$ cat src/rtl/tcu_ctrl_mem_read_response.sv
// Consumes NoC read-response packets (header + data beats), writes the payload
// to local memory with byte enables and reports completion/size/error per packet.
//
// state    | meaning
// ---------+---------------------------------------------------------------
// S_IDLE   | waiting for a header beat; non-header beats are discarded
// S_DATA   | writing payload beats to local memory
// S_DRAIN  | consuming beats until last (error, overflow or unexpected packet)
// S_REPORT | one-cycle completion pulse towards the request FSM
module tcu_ctrl_mem_read_response #(
   parameter int unsigned      DATA_W        = 64,
   parameter int unsigned      ERR_W         = 5,
   parameter logic [ERR_W-1:0] ERR_NONE      = '0,
   parameter logic [ERR_W-1:0] ERR_UNALIGNED = ERR_W'(5'h11),
   localparam int unsigned     DATA_B        = DATA_W / 8
) (
   input  logic              clk_i,
   input  logic              reset_n_i,
   input  logic              rsp_valid_i,
   output logic              rsp_ready_o,
   input  logic              rsp_first_i,
   input  logic              rsp_last_i,
   input  logic [ERR_W-1:0]  rsp_error_i,
   input  logic [DATA_W-1:0] rsp_data_i,
   input  logic              read_wait_i,
   output logic              mem_en_o,
   output logic [DATA_B-1:0] mem_wben_o,
   output logic [31:0]       mem_addr_o,
   output logic [DATA_W-1:0] mem_wdata_o,
   input  logic              mem_stall_i,
   output logic              noc_rsp_recv_o,
   output logic [ERR_W-1:0]  noc_rsp_error_o,
   output logic [31:0]       noc_rsp_size_o,
   output logic              drop_o
);

   localparam int unsigned       LOG_B      = $clog2(DATA_B);
   localparam logic [31:0]       BEAT_BYTES = 32'(DATA_B);
   localparam logic [DATA_B-1:0] WBEN_ALL   = '1;

   typedef enum logic [1:0] {
      S_IDLE,
      S_DATA,
      S_DRAIN,
      S_REPORT
   } state_t;

   state_t           state_q, state_d;
   logic [31:0]      addr_q, addr_d;
   logic [31:0]      size_q, size_d;
   logic [31:0]      written_q, written_d;
   logic [ERR_W-1:0] err_q, err_d;
   logic             unexp_q, unexp_d;
   logic             drop_q, drop_d;

   logic [31:0] remaining;
   logic [31:0] beat_bytes;
   logic [31:0] hdr_addr;
   logic [31:0] hdr_size;

   assign remaining   = size_q - written_q;
   assign beat_bytes  = (remaining >= BEAT_BYTES) ? BEAT_BYTES : remaining;
   assign hdr_addr    = rsp_data_i[31:0];
   assign hdr_size    = rsp_data_i[63:32];
   assign mem_wdata_o = rsp_data_i;
   assign drop_o      = drop_q;

   always_comb begin
      state_d   = state_q;
      addr_d    = addr_q;
      size_d    = size_q;
      written_d = written_q;
      err_d     = err_q;
      unexp_d   = unexp_q;
      drop_d    = 1'b0;

      rsp_ready_o     = 1'b0;
      mem_en_o        = 1'b0;
      mem_wben_o      = '0;
      mem_addr_o      = '0;
      noc_rsp_recv_o  = 1'b0;
      noc_rsp_error_o = ERR_NONE;
      noc_rsp_size_o  = '0;

      case (state_q)
         S_IDLE: begin
            rsp_ready_o = 1'b1;
            if (rsp_valid_i && rsp_first_i) begin
               addr_d    = hdr_addr;
               size_d    = hdr_size;
               written_d = '0;
               err_d     = ERR_NONE;
               unexp_d   = 1'b0;
               if (!read_wait_i) begin
                  unexp_d = 1'b1;
                  if (rsp_last_i) begin
                     state_d = S_IDLE;
                     drop_d  = 1'b1;
                  end else begin
                     state_d = S_DRAIN;
                  end
               end else if (rsp_error_i != ERR_NONE) begin
                  err_d   = rsp_error_i;
                  state_d = rsp_last_i ? S_REPORT : S_DRAIN;
               end else if (hdr_addr[LOG_B-1:0] != '0) begin
                  err_d   = ERR_UNALIGNED;
                  state_d = rsp_last_i ? S_REPORT : S_DRAIN;
               end else if ((hdr_size == '0) || rsp_last_i) begin
                  state_d = S_REPORT;
               end else begin
                  state_d = S_DATA;
               end
            end
         end

         S_DATA: begin
            rsp_ready_o = !mem_stall_i;
            mem_en_o    = rsp_valid_i;
            mem_addr_o  = addr_q + written_q;
            mem_wben_o  = (remaining >= BEAT_BYTES) ? WBEN_ALL
                                                    : ~(WBEN_ALL << remaining[LOG_B-1:0]);
            if (rsp_valid_i && !mem_stall_i) begin
               written_d = written_q + beat_bytes;
               // an overlong packet still owes its report once the tail is drained
               if (rsp_last_i) begin
                  state_d = S_REPORT;
               end else if (remaining == beat_bytes) begin
                  state_d = S_DRAIN;
               end
            end
         end

         S_DRAIN: begin
            rsp_ready_o = 1'b1;
            if (rsp_valid_i && rsp_last_i) begin
               if (unexp_q) begin
                  state_d = S_IDLE;
                  drop_d  = 1'b1;
               end else begin
                  state_d = S_REPORT;
               end
            end
         end

         S_REPORT: begin
            noc_rsp_recv_o  = 1'b1;
            noc_rsp_error_o = err_q;
            noc_rsp_size_o  = written_q;
            state_d         = S_IDLE;
         end

         default: state_d = S_IDLE;
      endcase
   end

   always_ff @(posedge clk_i) begin
      if (!reset_n_i) begin
         state_q   <= S_IDLE;
         addr_q    <= '0;
         size_q    <= '0;
         written_q <= '0;
         err_q     <= ERR_NONE;
         unexp_q   <= 1'b0;
         drop_q    <= 1'b0;
      end else begin
         state_q   <= state_d;
         addr_q    <= addr_d;
         size_q    <= size_d;
         written_q <= written_d;
         err_q     <= err_d;
         unexp_q   <= unexp_d;
         drop_q    <= drop_d;
      end
   end

endmodule

$ cat config.mk
export PLATFORM = sky130hd
export DESIGN_NAME = tcu_ctrl_mem_read_response
export DESIGN_NICKNAME = d
export VERILOG_FILES = /design/src/rtl/tcu_ctrl_mem_read_response.sv
export SDC_FILE = /design/constraint.sdc
export NUM_CORES = 1
export LEC_CHECK = 0
export ABC_CLOCK_PERIOD_IN_PS = 10000
export BUFFER_PORTS_ARGS = -buffer_cell sky130_fd_sc_hd__clkbuf_2
export CORE_MARGIN = 2
export CORE_UTILIZATION = 55
export CTS_CLUSTER_SIZE = 24
export DETAILED_ROUTE_END_ITERATION = 10
export GPL_TIMING_DRIVEN = 0
export PLACE_DENSITY = 0.81
export SKIP_CTS_REPAIR_TIMING = 1
export SLEW_MARGIN = 15
export SYNTH_ARGS = -nofsm -noshare
export SYNTH_HDL_FRONTEND = slang
export SYNTH_SLANG_ARGS = --single-unit
$ cat constraint.sdc
create_clock -name clk_i -period 10 [get_ports clk_i]
set_clock_uncertainty 0.05 [all_clocks]
set_input_delay 0.5 -clock clk_i [delete_from_list [all_inputs] [get_ports clk_i]]
set_output_delay 0.5 -clock clk_i [all_outputs]
set_load 0.03 [all_outputs]
* Word level (Yosys, flattened, before mapping) *
Cells that the tools add are included.

word-level totals
  output and inout bits = 145
  word-level logic and storage cells = 70
  flip-flop bits (word level) = 105
  input bits = 76

operators by class
  multiplexer cells = 35
  bitwise operators = 1
  shift-type cells = 1
  reductions and logical operators = 14
  eq/ne operators = 8
  $add $sub $neg = 3
  magnitude comparators = 1

operators with widths
  kind                                                                     number
  32-bit 2-to-1 mux                                                        5
  32-bit adder                                                             2
  32-bit case mux with 2 select lines                                      1
  32-bit == test                                                           1
  32-bit by 4-bit >= comparator with 1-bit output (second input constant)  1
  32-bit zero test                                                         1
  32-bit subtractor                                                        1
  2-bit 2-to-1 mux                                                         11
  5-bit 2-to-1 mux                                                         4
  8-bit 2-to-1 mux                                                         2
  1-bit 2-to-1 mux                                                         9
  8-bit NOT                                                                1
  2-bit case mux with 4 select lines                                       1
  8-bit by 3-bit << shifter with 8-bit output (first input constant)       1
  2-bit inequality test (second input constant)                            3
  5-bit nonzero test                                                       1
  2-bit == test (second input constant)                                    2
  1-bit case mux with 2 select lines                                       2
  4-bit AND reduction                                                      1
  1-bit logical AND                                                        3
  3-bit inequality test (second input constant)                            1
  3-bit AND reduction                                                      1
  3-bit nonzero test                                                       1
  2-bit by 1-bit == test with 1-bit output (second input constant)         1
  other kinds (6)                                                          6

* Longest topological paths before layout *
  depth after elaboration = 8
  depth in mapped cells = 34
  gate-level depth less buffers = 33

* Worst setup path before layout *
OpenSTA, ideal clock, no wires.

  path type = register to register
  from = reg written_q[0]
  to = reg written_q[28]
  stages on the path, launching flop included = 34
  arrival time = 6.936 ns
  period minus slack after synthesis = 7.060 ns
  data required time = 9.876 ns
  library setup time = 0.074 ns
  path slack = 2.940 ns
  buffers on the path = 1
  cells stage by stage = dfxtp_1 ha_1 inv_1 fa_1 a21o_1 a22o_1 o41ai_2 o21ai_2 a21oi_2 a211oi_1 o21a_1 mux2_1 or4b_1 or3_1 a211oi_2 and2b_1 buf_4 nand2_1 fa_1 nand3b_1 a21boi_0 o21ai_0 a21boi_0 o21ai_0 nor2b_1 o21ai_0 a211oi_1 nor4_1 o31a_1 a21oi_1 nor2b_1 nor2_1 xor2_1 o21ai_0

on the way
  cells in the longest elaborated chain, start to end = 6

RTL lines
  item                                             line  text
  from (decl)                                      51    logic [31:0] written_q, written_d;
  from (signal assigned)                           169   written_q <= written_d;
  32-bit subtractor                                61    assign remaining = size_q - written_q;
  32-bit by 4-bit >= comparator with 1-bit output  62    assign beat_bytes = (remaining >= BEAT_BYTES) ? BEAT_BYTES : remaining;
  32-bit 2-to-1 mux                                62
  32-bit adder *                                   123   written_d = written_q + beat_bytes;
  32-bit 2-to-1 mux *                              122   if (rsp_valid_i && !mem_stall_i) begin
  32-bit case mux with 2 select lines *            85    case (state_q)

Mark *: on every way between the ends. The rest lies on a longest branch, timed or not. The select of a mux whose other input is x is not followed.
A chain may end at the register's enable or synchronous reset.

* Worst setup path after layout *
Ends and elaborated chain as after synthesis.

==> flow_metrics.env <==
export IMPL_n_antenna_cell=0
export IMPL_min_period_ps=8262
export IMPL_ys_warn_count=0
export IMPL_htreeDepth=3
export IMPL_synth_top_cell_by_area="dfxtp_1"
export IMPL_clkTransAtPathRegs_ps=90
export IMPL_core_mm2=0.01802
export IMPL_die_w_um=139.9
export IMPL_met3_length_mm=2.342
export IMPL_p_seq_frac=0.350
export IMPL_synthTopCellsByCount="207 x nand2_1, 105 x dfxtp_1, 101 x nor2_1"
export IMPL_critPathTopFamily="compound AO/OA/AOI/OAI gates"
export IMPL_dr_first_iter_drc_count=673
export IMPL_crit_top_cell="o21ai_0"
export IMPL_status="completed"
export IMPL_fillers=1642
export IMPL_cap_violations=0
export IMPL_tightest_slew_ps=986.1
export IMPL_layout_setup_ws_ps=1738
export IMPL_synth_edf_count=0
export IMPL_ir_drop_v=0.0001064
export IMPL_vias=10740
export IMPL_clk_path_buf_depth=2
export IMPL_period_share=0.8262
export IMPL_fmax_mhz=121.0
export IMPL_antenna_found_initial=0
export IMPL_dpl_hpwl_mm=25.78
export IMPL_cp_buffers_inverters=2
export IMPL_cts_inserted_buffers=9
export IMPL_tns_ps=0
export IMPL_yosys_top_cells_area="dfxtp_1 21%, ha_1 11%, nand2_1 7.7%"
export IMPL_netlist_instances=1381
export IMPL_pwr_density_cell_mw_per_mm2=107.1
export IMPL_via_per_inst=5.736
export IMPL_netSwitchingFraction=0.3809
export IMPL_clkPwrFrac=0.291
export IMPL_grt_usage=0.3155
export IMPL_drc=0
export IMPL_cp_max_fo=10
export IMPL_cp_start_kind="flop"
export IMPL_grt_max_degree=21
export IMPL_first_global_vias=9970
export IMPL_area_growth_pct=17.57
export IMPL_overflow=0
export IMPL_ys_ff_latch=105
export IMPL_switching_power_mw=0.4869
export IMPL_slew_headroom=0.3426
export IMPL_clockRootBuffer="clkbuf_16"
export IMPL_topRoutingLayerUsed="met5"
export IMPL_yosysTopAreaCellShare=0.2070
export IMPL_synthFlopType="dfxtp_1"
export IMPL_cts_sinks=105
export IMPL_portBuffers=220
export IMPL_drv_slew=0
export IMPL_wire_per_inst_um=17.01
export IMPL_power_mw=1.278
export IMPL_grt_setup_unrepaired="false"
export IMPL_boundaryPins=221
export IMPL_grt_pass1_wl_mm=50.02
export IMPL_path_class="reg2reg"
export IMPL_avgSynthCellArea_um2=7.352
export IMPL_pre_cts_ws_ps=1899
export IMPL_drt_first_pass_iters=5
export IMPL_syn_cell_area_mm2=0.01015
export IMPL_crit_arrival_ps=8520
export IMPL_holdWs_ps=311.6
export IMPL_num_rows=49
export IMPL_ys_types=81
export IMPL_pwr_share_comb=0.359
export IMPL_insertion_delay_ps=370
export IMPL_postSynth_asyncResetShare=0
export IMPL_finalSetupViolCount=0
export IMPL_wl_met1_mm=13.06
export IMPL_hold_class="in2reg"
export IMPL_max_stage_delay_ps=520
export IMPL_start_util=0.5633
export IMPL_drtAntennaViolNets=0
export IMPL_synth_most_common_cell="nand2_1"
export IMPL_die_h_um=139.9
export IMPL_cts_tree="built"
export IMPL_cp_required_ps=10250
export IMPL_critPathSlowestCell="or4b_1"
export IMPL_worstSetupEndpointType="flop"
export IMPL_intPower_mw=0.7915
export IMPL_yosysSeqAreaShare=0.2070
export IMPL_hold_viol=0
export IMPL_p_leak_nw=5.713
export IMPL_gp_congestion=0.9532
export IMPL_dieArea_mm2=0.01956
export IMPL_wl_met2_mm=15.05
export IMPL_drive_above_1_share=0.1996
export IMPL_wl_mm=31.84
export IMPL_finalNetCount=1810
[path summary, 6_finish.rpt]
check / depth (start not counted) / slack, ps / from / end
hold / removal: 3 / 310 / rsp_data_i[4] / addr_q[4]$_SDFFE_PN0P_
setup reg to reg: 33 / 1740 / written_q[0]$_SDFFE_PN0P_ / written_q[28]$_SDFFE_PN0P_
setup / recovery: 33 / 1740 / written_q[0]$_SDFFE_PN0P_ / written_q[28]$_SDFFE_PN0P_
hold reg to reg: 2 / 410 / err_q[2]$_SDFFE_PN0P_ / err_q[2]$_SDFFE_PN0P_
[kinds of logic after synthesis]
kind of cell / after synthesis / synth area share
AOI/OAI and AO/OA: 380 / 0.2590
DFF: 105 / 0.2070
buffers and inverters: 184 / 0.09304
xor gates and xnor gates: 62 / 0.05348
muxes: 9 / 0.009365
adders and majority gates: 96 / 0.1205
and+or+nand+nor: 544 / 0.2572
other: 1 / 0.0003693
[metrics by stage]
step	instance area (um^2)	utilization	instances
after floorplan	10250	-	1407
after global placement	11640	0.6457	1856
after detailed placement	11640	0.6457	1856
after CTS	11940	0.6623	1872
after global routing	11940	0.6623	1872
final	11940	0.6623	1872
[metal layers]
metal  track usage  vias up
met5             0        -
met4        0.1489        2
met3       0.04852       87
met2        0.5345      425
met1        0.3928     4884
li1              -     5339
[final cells by class]
cell class | count | area, um^2 | area share
buffer | 126 | 726.9 | 0.06090
clock buffer | 9 | 225.2 | 0.01887
clock inverter | 7 | 73.82 | 0.006184
inverter | 58 | 217.7 | 0.01824
multi-input combinational | 1118 | 7204 | 0.6035
sequential | 105 | 2102 | 0.1761
tap | 229 | 286.5 | 0.02400
timing repair buffer | 220 | 1101 | 0.09223
[flip-flops by register name (all words and copies together) (netlist names)]
name / flops
addr_q: 32
size_q: 32
written_q: 32
err_q: 5
state_q: 2
drop_o: 1
unexp_q: 1
[worst min-delay path, stage by stage]
cell      delay, ps
clkbuf_2         90
nand2_1          40
a21boi_0         60
[power by group through the flow]
stage | clock (mW) | sequential, mW | combinational (mW)
after floorplan | 0 | 0.453 | 0.333
after CTS | 0.373 | 0.447 | 0.452
after global placement | 0 | 0.456 | 0.446
after global routing | 0.392 | 0.449 | 0.500
final | 0.373 | 0.447 | 0.459
after detailed placement | 0 | 0.456 | 0.450
[layout by cell type, fill, tap and decap left out, types with 5 or more instances in the layout]
master	instances
o21ai_1	5
nor4_1	17
a21o_1	37
a2111oi_0	6
dfxtp_1	105
clkbuf_16	9
o31ai_1	8
nor3_1	27
and2_1	9
or4_1	5
buf_4	65
inv_1	57
nor2_1	101
mux2i_1	5
clkbuf_2	220
a22oi_1	12
xnor2_1	32
clkbuf_1	57
a21boi_0	73
or3_1	10
o211ai_1	10
nor3b_1	5
a21oi_1	80
xor2_1	30
a31oi_1	10
nand3_1	32
nand2b_1	17
o21a_1	17
and3_1	54
a211oi_1	5
conb_1	27
nor2b_1	29
o21bai_1	11
ha_1	93
o21ai_0	55
nand4_1	15
nand2_1	207
Note: power is estimated with default switching activity, not from simulation.
